--- config.mk ---
export PLATFORM = sky130hd
export DESIGN_NAME = mem_arbiter_flat
export DESIGN_NICKNAME = d
export VERILOG_FILES = /design/src/rtl/archie_mem_pkg.sv /design/src/rtl/mem_arbiter_if.sv /design/src/rtl/mem_arbiter_ld_slot.sv /design/src/rtl/mem_arbiter.sv /design/src/flat_wrapper.sv
export SDC_FILE = /design/constraint.sdc
export NUM_CORES = 1
export LEC_CHECK = 0
export CAP_MARGIN = 15
export CELL_PAD_IN_SITES_DETAIL_PLACEMENT = 1
export CELL_PAD_IN_SITES_GLOBAL_PLACEMENT = 1
export CORE_MARGIN = 1
export CORE_UTILIZATION = 20
export CTS_CLUSTER_DIAMETER = 50
export CTS_CLUSTER_SIZE = 14
export DETAILED_ROUTE_END_ITERATION = 16
export PLACE_DENSITY_LB_ADDON = 0.1
export SLEW_MARGIN = 20
export SYNTH_ARGS = -nofsm -noshare
export SYNTH_HDL_FRONTEND = slang
export SYNTH_SLANG_ARGS = --single-unit
--- constraint.sdc ---
create_clock -name clk_sys -period 1.8 [get_ports clk_sys]
set_input_delay 0.18 -clock clk_sys [delete_from_list [all_inputs] [get_ports clk_sys]]
set_output_delay 0.18 -clock clk_sys [all_outputs]
set_load 0.01 [all_outputs]
--- src/rtl/archie_mem_pkg.sv ---
// Shared types for the memory arbiter: arbiter state encoding and Wishbone
// cycle-type identifiers.
package archie_mem_pkg;

  typedef enum logic [1:0] {
    ST_IDLE = 2'd0,
    ST_CORE = 2'd1,
    ST_LOAD = 2'd2
  } arb_state_e;

  localparam logic [2:0] CTI_CLASSIC = 3'b000;
  localparam logic [2:0] CTI_INCR    = 3'b010;
  localparam logic [2:0] CTI_EOB     = 3'b111;

  localparam logic [3:0] SEL_HI_HALF = 4'b1100;
  localparam logic [3:0] SEL_LO_HALF = 4'b0011;

  // A core grant is released by an acked beat that is not part of a burst.
  function automatic logic cti_ends_cycle(input logic [2:0] cti);
    return (cti == CTI_CLASSIC) || (cti == CTI_EOB);
  endfunction

endpackage

--- src/rtl/mem_arbiter_if.sv ---
// Core-side and RAM-side Wishbone signals of the memory arbiter, grouped so the
// arbiter (master modport) and its surroundings (slave modport) share one bundle.
interface mem_arbiter_if;
  // Handshake on both sides: a beat is requested while stb and cyc are high and
  // completes on the rising edge where ack is sampled high; cyc low abandons it.
  logic        core_stb;
  logic        core_cyc;
  logic        core_we;
  logic [3:0]  core_sel;
  logic [23:0] core_adr;
  logic [31:0] core_dat_i;
  logic [2:0]  core_cti;
  logic        core_ack;
  logic [31:0] core_dat_o;

  logic        ram_stb;
  logic        ram_cyc;
  logic        ram_we;
  logic [3:0]  ram_sel;
  logic [25:0] ram_adr;
  logic [31:0] ram_dat_o;
  logic [2:0]  ram_cti;
  logic        ram_ack;
  logic [31:0] ram_dat_i;

  modport master (
    input  core_stb, core_cyc, core_we, core_sel, core_adr, core_dat_i, core_cti,
    output core_ack, core_dat_o,
    output ram_stb, ram_cyc, ram_we, ram_sel, ram_adr, ram_dat_o, ram_cti,
    input  ram_ack, ram_dat_i
  );

  modport slave (
    output core_stb, core_cyc, core_we, core_sel, core_adr, core_dat_i, core_cti,
    input  core_ack, core_dat_o,
    input  ram_stb, ram_cyc, ram_we, ram_sel, ram_adr, ram_dat_o, ram_cti,
    output ram_ack, ram_dat_i
  );
endinterface

--- src/rtl/mem_arbiter_ld_slot.sv ---
// Single-entry holding slot for ROM-loader writes, with a sticky overrun flag
// for writes that arrive while the slot is still occupied.
module ld_slot (
  input  logic        clk_sys,
  input  logic        reset_n,
  input  logic        ld_wr,
  input  logic [24:0] ld_addr,
  input  logic [15:0] ld_data,
  input  logic        done,
  output logic        ld_wait,
  output logic        ld_ovr,
  output logic [23:1] slot_addr,
  output logic [15:0] slot_data
);

  always_ff @(posedge clk_sys) begin
    if (!reset_n) begin
      ld_wait   <= 1'b0;
      ld_ovr    <= 1'b0;
      slot_addr <= '0;
      slot_data <= '0;
    end else begin
      if (ld_wr && ld_wait) begin
        ld_ovr <= 1'b1;
      end
      if (ld_wr && !ld_wait) begin
        ld_wait   <= 1'b1;
        slot_addr <= ld_addr[23:1];
        slot_data <= ld_data;
      end else if (done) begin
        ld_wait <= 1'b0;
      end
    end
  end

  // The RAM window is 16 MB of halfwords; bit 24 and the byte lane bit are not stored.
  logic unused_addr_bits;
  assign unused_addr_bits = ^{ld_addr[24], ld_addr[0]};

endmodule

--- src/rtl/mem_arbiter.sv ---
// Arbitrates one RAM port between the CPU core bus and the ROM loader; a pending
// loader write always wins over a new core cycle.
module mem_arbiter
  import archie_mem_pkg::*;
#(
  parameter logic [25:0] LD_BASE = 26'h0400000
) (
  input  logic          clk_sys,
  input  logic          reset_n,
  input  logic          ld_en,
  input  logic          ld_wr,
  input  logic [24:0]   ld_addr,
  input  logic [15:0]   ld_data,
  output logic          ld_wait,
  output logic          ld_ovr,
  mem_arbiter_if.master bus,
  output arb_state_e    state_dbg
);

  arb_state_e  state;
  arb_state_e  state_nxt;
  logic        load_done;
  logic [23:1] slot_addr;
  logic [15:0] slot_data;

  ld_slot u_ld_slot (
    .clk_sys   (clk_sys),
    .reset_n   (reset_n),
    .ld_wr     (ld_wr),
    .ld_addr   (ld_addr),
    .ld_data   (ld_data),
    .done      (load_done),
    .ld_wait   (ld_wait),
    .ld_ovr    (ld_ovr),
    .slot_addr (slot_addr),
    .slot_data (slot_data)
  );

  always_ff @(posedge clk_sys) begin
    if (!reset_n) begin
      state <= ST_IDLE;
    end else begin
      state <= state_nxt;
    end
  end

  always_comb begin
    state_nxt     = state;
    load_done     = 1'b0;
    bus.ram_stb   = 1'b0;
    bus.ram_cyc   = 1'b0;
    bus.ram_we    = 1'b0;
    bus.ram_sel   = 4'b0000;
    bus.ram_adr   = '0;
    bus.ram_dat_o = '0;
    bus.ram_cti   = CTI_CLASSIC;
    bus.core_ack  = 1'b0;
    case (state)
      ST_IDLE: begin
        if (ld_wait) begin
          state_nxt = ST_LOAD;
        end else if (!ld_en && bus.core_stb && bus.core_cyc) begin
          state_nxt = ST_CORE;
        end
      end
      ST_CORE: begin
        bus.ram_stb   = bus.core_stb;
        bus.ram_cyc   = bus.core_cyc;
        bus.ram_we    = bus.core_we;
        bus.ram_sel   = bus.core_sel;
        bus.ram_adr   = {bus.core_adr, 2'b00};
        bus.ram_dat_o = bus.core_dat_i;
        bus.ram_cti   = bus.core_cti;
        bus.core_ack  = bus.ram_ack;
        if (!bus.core_cyc) begin
          state_nxt = ST_IDLE;
        end else if (bus.ram_ack && cti_ends_cycle(bus.core_cti)) begin
          state_nxt = ST_IDLE;
        end
      end
      ST_LOAD: begin
        // Halfword write: both halves carry the data, the lane select picks one.
        bus.ram_stb   = 1'b1;
        bus.ram_cyc   = 1'b1;
        bus.ram_we    = 1'b1;
        bus.ram_sel   = slot_addr[1] ? SEL_HI_HALF : SEL_LO_HALF;
        bus.ram_adr   = LD_BASE + {2'b00, slot_addr[23:2], 2'b00};
        bus.ram_dat_o = {slot_data, slot_data};
        bus.ram_cti   = CTI_CLASSIC;
        if (bus.ram_ack) begin
          load_done = 1'b1;
          state_nxt = ST_IDLE;
        end
      end
      default: begin
        state_nxt = ST_IDLE;
      end
    endcase
  end

  assign bus.core_dat_o = bus.ram_dat_i;
  assign state_dbg      = state;

endmodule

--- src/flat_wrapper.sv ---
// flat-port wrapper written by rule: the top's interface ports become plain ports
module mem_arbiter_flat import archie_mem_pkg::*;
#(
  parameter logic [25:0] LD_BASE = 26'h0400000
)
  (clk_sys, reset_n, ld_en, ld_wr, ld_addr, ld_data, ld_wait, ld_ovr, state_dbg, bus_core_stb, bus_core_cyc, bus_core_we, bus_core_sel, bus_core_adr, bus_core_dat_i, bus_core_cti, bus_core_ack, bus_core_dat_o, bus_ram_stb, bus_ram_cyc, bus_ram_we, bus_ram_sel, bus_ram_adr, bus_ram_dat_o, bus_ram_cti, bus_ram_ack, bus_ram_dat_i);
  mem_arbiter_if bus_i ();
  input  logic clk_sys;
  input  logic reset_n;
  input  logic ld_en;
  input  logic ld_wr;
  input  logic [24:0] ld_addr;
  input  logic [15:0] ld_data;
  output logic ld_wait;
  output logic ld_ovr;
  output arb_state_e state_dbg;
  input wire logic [$bits(bus_i.core_stb)-1:0] bus_core_stb;
  input wire logic [$bits(bus_i.core_cyc)-1:0] bus_core_cyc;
  input wire logic [$bits(bus_i.core_we)-1:0] bus_core_we;
  input wire logic [$bits(bus_i.core_sel)-1:0] bus_core_sel;
  input wire logic [$bits(bus_i.core_adr)-1:0] bus_core_adr;
  input wire logic [$bits(bus_i.core_dat_i)-1:0] bus_core_dat_i;
  input wire logic [$bits(bus_i.core_cti)-1:0] bus_core_cti;
  output wire logic [$bits(bus_i.core_ack)-1:0] bus_core_ack;
  output wire logic [$bits(bus_i.core_dat_o)-1:0] bus_core_dat_o;
  output wire logic [$bits(bus_i.ram_stb)-1:0] bus_ram_stb;
  output wire logic [$bits(bus_i.ram_cyc)-1:0] bus_ram_cyc;
  output wire logic [$bits(bus_i.ram_we)-1:0] bus_ram_we;
  output wire logic [$bits(bus_i.ram_sel)-1:0] bus_ram_sel;
  output wire logic [$bits(bus_i.ram_adr)-1:0] bus_ram_adr;
  output wire logic [$bits(bus_i.ram_dat_o)-1:0] bus_ram_dat_o;
  output wire logic [$bits(bus_i.ram_cti)-1:0] bus_ram_cti;
  input wire logic [$bits(bus_i.ram_ack)-1:0] bus_ram_ack;
  input wire logic [$bits(bus_i.ram_dat_i)-1:0] bus_ram_dat_i;
  assign bus_i.core_stb = bus_core_stb;
  assign bus_i.core_cyc = bus_core_cyc;
  assign bus_i.core_we = bus_core_we;
  assign bus_i.core_sel = bus_core_sel;
  assign bus_i.core_adr = bus_core_adr;
  assign bus_i.core_dat_i = bus_core_dat_i;
  assign bus_i.core_cti = bus_core_cti;
  assign bus_core_ack = bus_i.core_ack;
  assign bus_core_dat_o = bus_i.core_dat_o;
  assign bus_ram_stb = bus_i.ram_stb;
  assign bus_ram_cyc = bus_i.ram_cyc;
  assign bus_ram_we = bus_i.ram_we;
  assign bus_ram_sel = bus_i.ram_sel;
  assign bus_ram_adr = bus_i.ram_adr;
  assign bus_ram_dat_o = bus_i.ram_dat_o;
  assign bus_ram_cti = bus_i.ram_cti;
  assign bus_i.ram_ack = bus_ram_ack;
  assign bus_i.ram_dat_i = bus_ram_dat_i;
  mem_arbiter #(.LD_BASE(LD_BASE)) u_core (.clk_sys(clk_sys), .reset_n(reset_n), .ld_en(ld_en), .ld_wr(ld_wr), .ld_addr(ld_addr), .ld_data(ld_data), .ld_wait(ld_wait), .ld_ovr(ld_ovr), .bus(bus_i), .state_dbg(state_dbg));
endmodule
==> results of run 1 <==
-- area by class of cell --
| cell class | instances | area share |
|---|---|---|
| repair buffers | 214 | 0.4390 |
| multi-input cells | 216 | 0.3031 |
| flip-flops and latches | 43 | 0.1814 |
| well taps | 172 | 0.04522 |
| clock buffers | 7 | 0.02787 |
| inverters | 3 | 0.002366 |
| clock inverters | 1 | 0.001052 |
-- what timing repair did --
action,CTS,global route
endpoints found under the setup margin,67,61
hold buffers,0,0
pin swaps,22,11
gates cloned,11,2
setup buffers,7,1
gates resized for setup,283,15
-- synthesized netlist by cell type --
cell type  number
nand2_1        88
a22o_1         56
dfxtp_1        43
a21boi_1       39
buf_4          37
buf_2          16
and2_1          6
clkbuf_1        6
ha_1            4
o21ai_0         4
inv_1           3
nor2b_1         3
a21oi_1         2
mux2i_1         2
nand3_1         2
a31oi_1         1
a41oi_2         1
and3_1          1
and3b_1         1
buf_6           1
conb_1          1
nand2b_1        1
nand3b_1        1
o32ai_1         1
or3_1           1
-- how the worst min path moves through the flow --
stage                       from                                    end  slack, ns
2_1_floorplan        bus_ram_ack  u_core.u_ld_slot.ld_wait$_SDFFE_PN0P_       0.29
3_3_place_gp    bus_ram_dat_i[0]                      bus_core_dat_o[0]       0.36
3_5_place_dp    bus_ram_dat_i[0]                      bus_core_dat_o[0]       0.36
4_1_cts         bus_ram_dat_i[0]                      bus_core_dat_o[0]       0.36
5_1_grt        bus_ram_dat_i[20]                     bus_core_dat_o[20]       0.36
6_report       bus_ram_dat_i[15]                     bus_core_dat_o[15]       0.36
-- through the flow --
step	instances	area (sq um)	hold slack, ns	TNS [ns]	utilization
final	656	4760	0.3600	-4.081	0.3756
after global routing	656	4760	0.3600	-7.739	0.3756
after CTS	656	4743	0.3601	-6.521	0.3743
after detailed placement	630	4438	0.3601	-11.02	0.3503
after global placement	630	4438	0.3601	-10.31	0.3503
after floorplan	322	2618	0.2911	0	-
-- layer usage --
metal  part of all wire  global-route usage  wire length (microns)
met5                  0                   0                      0
met4             0.0046             0.02735                     53
met3              0.087             0.05501                    999
met2               0.47              0.2777                   5406
met1               0.44              0.2032                   5006
-- worst register-to-register path, stage by stage, from the launching register on --
cell,delay (ns)
dfxtp_2,0.33
inv_2,0.05
buf_6,0.11
ha_4,0.15
buf_4,0.12
buf_4,0.14
a21oi_2,0.12
o32ai_1,0.11
a41oi_2,0.24
mux2i_1,0.22
-- state kept, by name, summed over array words and instances, names as in the netlist --
signal / cells
u_core.u_ld_slot.slot_addr: 23
u_core.u_ld_slot.slot_data: 16
u_core.state_dbg: 2
u_core.u_ld_slot.ld_ovr: 1
u_core.u_ld_slot.ld_wait: 1
-- cells in the final DEF (no fill, tap or decap), types with 3 or more instances in the layout --
cell type,Yosys,layout
a22o_1,56,56
buf_4,37,10
and2_1,6,4
a21boi_1,39,39
clkdlybuf4s50_1,0,113
buf_6,1,7
ha_4,0,3
nand2_1,88,82
buf_12,0,8
buf_16,0,7
nand2_2,0,4
dlygate4sd2_1,0,5
clkbuf_16,0,7
buf_2,16,58
dfxtp_1,43,41
-- power groups by stage --
stage / Clock (uW) / Sequential [uW] / Combinational, uW
global route: 976 / 1080 / 1460
finish: 881 / 1070 / 1350
global placement: 0 / 1080 / 1160
floorplan: 0 / 1080 / 540
CTS: 920 / 1070 / 1360
detailed placement: 0 / 1090 / 1160
-- cells by family (layout without fill, tap and decap cells) --
family          count (synthesis)  after routing  synth area share
compound gates                104            104            0.3231
fa+ha+maj                       4              4           0.01915
buf+inv                        63            225            0.1541
flops                          43             43            0.3293
mux                             2              2          0.007659
other cells                     1              2          0.001435
simple gates                  104            104            0.1652
==> summary.md, run 1 <==
| Metric | Value |
|---|---|
| Final hold viol count | `0` |
| Buf+Inv Stages, Crit Path | `4` |
| Hold Crit Class | `input pin to output port` |
| IO Count | `249` |
| First-pass DRT Iterations | `4` |
| Worst path cell trace | `inv_2 > ha_4 > and2_4 > buf_8 > buf_16 > a22o_1 > buf_2` |
| Yosys warning count | `0` |
| Synthesized area | `0.002614 sq mm` |
| GRT Overall Usage | `0.1638` |
| Initial drt markers | `57` |
| Storage cell area | `863.3 sq um` |
| Clk sink count | `43` |
| Minimum clock period after layout | `1.925 ns` |
| H-tree Lvls | `2` |
| VDD IR-drop max | `0.3800 mV` |
| First-pass GRT wire length | `16.52 mm` |
| Distinct cells, synth | `25` |
| P_sw | `982.6 uW` |
| Total congestion overflow | `0` |
| Post-route worst setup slack | `-0.1251 ns` |
| Core area | `0.01267 sq mm` |
| Clock Skew | `0.003450 ns` |
| CTS Buf Count | `5` |
| Clock network fraction of design power | `0.267` |
| Vias in the first global route | `2913` |
| Setup WS pre-CTS | `-0.2147 ns` |
| Reg-to-Reg Start | `u_core.state_dbg[0]$_SDFFE_PN0P_` |
| Worst r2r path cells | `9` |
| Setup crit end | `bus_ram_dat_o[9]` |
| Die H | `116.3 microns` |
| Nets | `631` |
| Slew Limit Fails | `0` |
| Syn Area/Cell | `8.143 sq um` |
| CP Capture Type | `output port` |
| Leakage | `0.002075 uW` |
| Post-synth top area cell | `dfxtp_1` |
| Sequential share of power | `0.324` |
| Post-DP HPWL | `7.277 mm` |
| Row count | `41` |
| Tot Pwr | `3302 uW` |
| Total wire length | `11.47 mm` |
| Synth top area share | `0.3293` |
| Tcrit/Tclk final | `1.069` |
| Arrival @ worst endpoint | `1.75 ns` |
| Later-pin clock latency in the skew report | `0.28 ns` |
| Clk Tree Root Cell | `clkbuf_16` |
| Fill count | `1499` |
| Final GP Congestion | `0.6940` |
| Result of the run | `finished with violations` |
| Reg2reg end | `u_core.state_dbg[1]$_SDFFE_PN0P_` |
| Detail Route Antenna Nets | `0` |
| Seq/Total Area, Yosys | `0.3293` |
| Net Sw Frac | `0.2976` |
| Starting Density | `0.2063` |
| FMAX | `519.5 MHz` |
| Share of cells above drive strength 1 | `0.2541` |
| Via count | `2937` |
| Die area | `0.01353 sq mm` |
| CP peak stage delay | `0.33 ns` |
| Crit Path Max Fanout | `5` |
| RSZ-0062 raised after global routing | `true` |
| # setup viols final | `42` |
| DR WL/cell | `17.48 microns` |
| Area of the multi-input gates | `0.001443 sq mm` |
| CTS tree | `built` |
| Combinational share of power | `0.409` |
| #FFs+latches synth | `43` |
| WHS Path Cells | `0` |
| Worst EP required | `1.62 ns` |
| Max Cap Viol | `0` |
| Die X | `116.3 microns` |
| # diodes | `0` |
| Critical path origin | `u_core.state_dbg[0]$_SDFFE_PN0P_` |
| CP max stage cell | `dfxtp_2` |
| Syn Inst Count | `321` |
| Buffers on Ports | `180` |
| Pint | `2319 uW` |
| Worst path depth | `7` |
| Area grow syn2layout | `82.10%` |
| CP delay by family, top | `buffers and inverters` |
| Initial antenna violation count | `0` |
| Largest net degree at the start of global routing | `46` |
| DR DRC count | `0` |
| Vias per cell | `4.477` |
| R2R Setup Slk | `0.13 ns` |
| Failing checks | `setup timing` |
| Clock Tree Buf Depth | `2` |
| Synth top area cells | `dfxtp_1 33%, a22o_1 19%, nand2_1 13%` |
| WS Path Type | `flop to output port` |
| Type of origin of the critical path | `flop` |
| Reg clk slew, reported paths | `0.06 ns` |
| Pwr dens | `693.7 mW/mm^2` |
No activity file was read; power rests on OpenSTA's default activity.
==> run 2: changes to the inputs <==
CORE_UTILIZATION = 18   (was 20)
clock period = 1.7 ns   (was 1.8 ns; I/O delays follow)
==> summary.md, run 2 (synthesis gave the netlist of run 1 again) <==
| Metric | Value |
|---|---|
| CP peak stage delay | `0.34 ns` |
| First-pass GRT wire length | `16.25 mm` |
| Reg clk slew, reported paths | `0.06 ns` |
| GR Util met1 | `0.1769` |
| Vias per cell | `4.330` |
| H-tree Lvls | `2` |
| DR DRC count | `0` |
| Worst path cell trace | `inv_2 > buf_6 > ha_4 > and2_4 > buf_16 > buf_8 > buf_6 > a22o_1 > buf_6` |
| Pwr dens | `734.3 mW/mm^2` |
| Crit Path Max Fanout | `4` |
| WS Path Type | `flop to output port` |
| Post-route worst setup slack | `-0.2343 ns` |
| Fin Hold WS | `0.3400 ns` |
| Grt peak-use layer | `met2` |
| Fill count | `1621` |
| Non-filler cells, final | `667` |
| FMAX | `517.0 MHz` |
| Post-cts hold buffer count | `0` |
| Area of the multi-input gates | `0.001435 sq mm` |
| Final GP Congestion | `0.6895` |
| Placed Instances | `643` |
| Die X | `122.5 microns` |
| Clock Skew | `0.001908 ns` |
| GRT Overall Usage | `0.1441` |
| Total wire length | `11.62 mm` |
| Via count | `2888` |
| CTS tree | `built` |
| Die area | `0.01501 sq mm` |
| Clock Tree Buf Depth | `2` |
| Slew Limit Fails | `0` |
| Starting Density | `0.1861` |
| Clk sink count | `43` |
| Cell mode on critical path | `buf_6` |
| First-pass DRT Iterations | `4` |
| Type of origin of the critical path | `flop` |
| CP max stage cell | `dfxtp_2` |
| Hold Crit Class | `input pin to output port` |
| Share of cells above drive strength 1 | `0.2608` |
| M2 GR Usage | `0.2496` |
| Top reg by flops | `u_core.u_ld_slot.slot_addr` |
| Arrival @ worst endpoint | `1.76 ns` |
| RSZ-0062 raised after global routing | `true` |
| Tcrit/Tclk final | `1.138` |
| IO Count | `249` |
| Die H | `122.5 microns` |
| Area grow syn2layout | `82.53%` |
| CP Capture Type | `output port` |
| Initial drt markers | `45` |
| CTS Buf Count | `5` |
| Detail Route Antenna Nets | `0` |
| Buffers on Ports | `180` |
| DR WL/cell | `17.42 microns` |
| Nets | `635` |
| Initial antenna violation count | `0` |
| Final hold viol count | `0` |
| Failing checks | `setup timing` |
| Core area | `0.01404 sq mm` |
| Vias in the first global route | `2849` |
| Commonest non-fill, non-tap cell in the layout | `clkdlybuf4s50_1` |
| # setup viols final | `61` |
| Worst EP required | `1.53 ns` |
| Clk Tree Root Cell | `clkbuf_16` |
| Total congestion overflow | `0` |
| # diodes | `0` |
| Post-DP HPWL | `7.747 mm` |
| Max Cap Viol | `0` |
| Result of the run | `finished with violations` |
| Later-pin clock latency in the skew report | `0.28 ns` |
| Met3 usage | `0.03810` |
| Minimum clock period after layout | `1.934 ns` |
| VDD IR-drop max | `0.3102 mV` |
| Leakage | `0.002069 uW` |
| Storage cell area | `863.3 sq um` |
| Row count | `43` |
| Largest net degree at the start of global routing | `46` |
| Max reg flops | `23` |
| Most frequent cells in the layout | `113 x clkdlybuf4s50_1, 82 x nand2_1, 60 x buf_2` |
==> run 2: cell count changes in the layout (fill, tap and decap cells not counted), sizes merged <==
cell / before / now
buf: 92 / 96
bufbuf: 1 / 0
clkbuf: 10 / 11
clkdlybuf4s15: 0 / 4
dlygate4sd2: 5 / 0
==> run 2: area by class of cell <==
| class | instances | share of cell area |
|---|---|---|
| clock buffer | 6 | 0.02911 |
| clock inverter | 1 | 0.001049 |
| inverter | 3 | 0.002360 |
| multi-input combinational | 216 | 0.3008 |
| sequential | 43 | 0.1810 |
| tap | 180 | 0.04721 |
| timing repair buffer | 218 | 0.4385 |
==> run 2: path summary, 6_finish.rpt <==
kind | start | endpoint | slack [ns] | depth (start not counted)
setup / recovery | u_core.state_dbg[1]$_SDFFE_PN0P_ | bus_ram_sel[3] | -0.23 | 9
hold / removal | bus_ram_dat_i[21] | bus_core_dat_o[21] | 0.34 | 0
setup reg to reg | u_core.state_dbg[1]$_SDFFE_PN0P_ | u_core.state_dbg[0]$_SDFFE_PN0P_ | 0.11 | 8
hold reg to reg | u_core.u_ld_slot.slot_addr[12]$_SDFFE_PN0P_ | u_core.u_ld_slot.slot_addr[12]$_SDFFE_PN0P_ | 0.46 | 2
==> run 2: what timing repair did <==
item                       4_1_cts  5_1_grt
buffers inserted                 7        3
gates resized for setup        283       27
cloned                           5        4
setup endpoints to repair       68       67
pin swaps                       18       15
==> run 2: metal layers <==
layer,routed length [microns],vias to the layer above
met3,961,13
met4,104,0
met5,0,-
li1,-,1412
met1,4970,1345
met2,5581,118
==> run 2: power breakdown <==
part           internal (uW)  switching (uW)
combinational            812             588
sequential              1080            53.7
clock                    574             397
==> run 2: stage by stage <==
stage | setup WS [ns] | instance area, sq um | setup TNS (ns) | util | total power, uW
6_report | -0.2343 | 4771 | -9.892 | 0.3397 | 3503
5_1_grt | -0.3007 | 4771 | -14.28 | 0.3397 | 3711
4_1_cts | -0.2715 | 4617 | -10.92 | 0.3288 | 3477
3_5_place_dp | -0.3120 | 4474 | -17.17 | 0.3186 | 2401
3_3_place_gp | -0.2980 | 4474 | -15.60 | 0.3186 | 2388
2_1_floorplan | 0.01285 | 2619 | 0 | - | 1715
==> run 2: critical path, delay by kind of cell, from the launching register on <==
kind	cells	cell delay (ns)
buf+inv	6	0.64
flops	1	0.34
compound gates	1	0.18
simple gates	1	0.16
fa+ha+maj	1	0.15
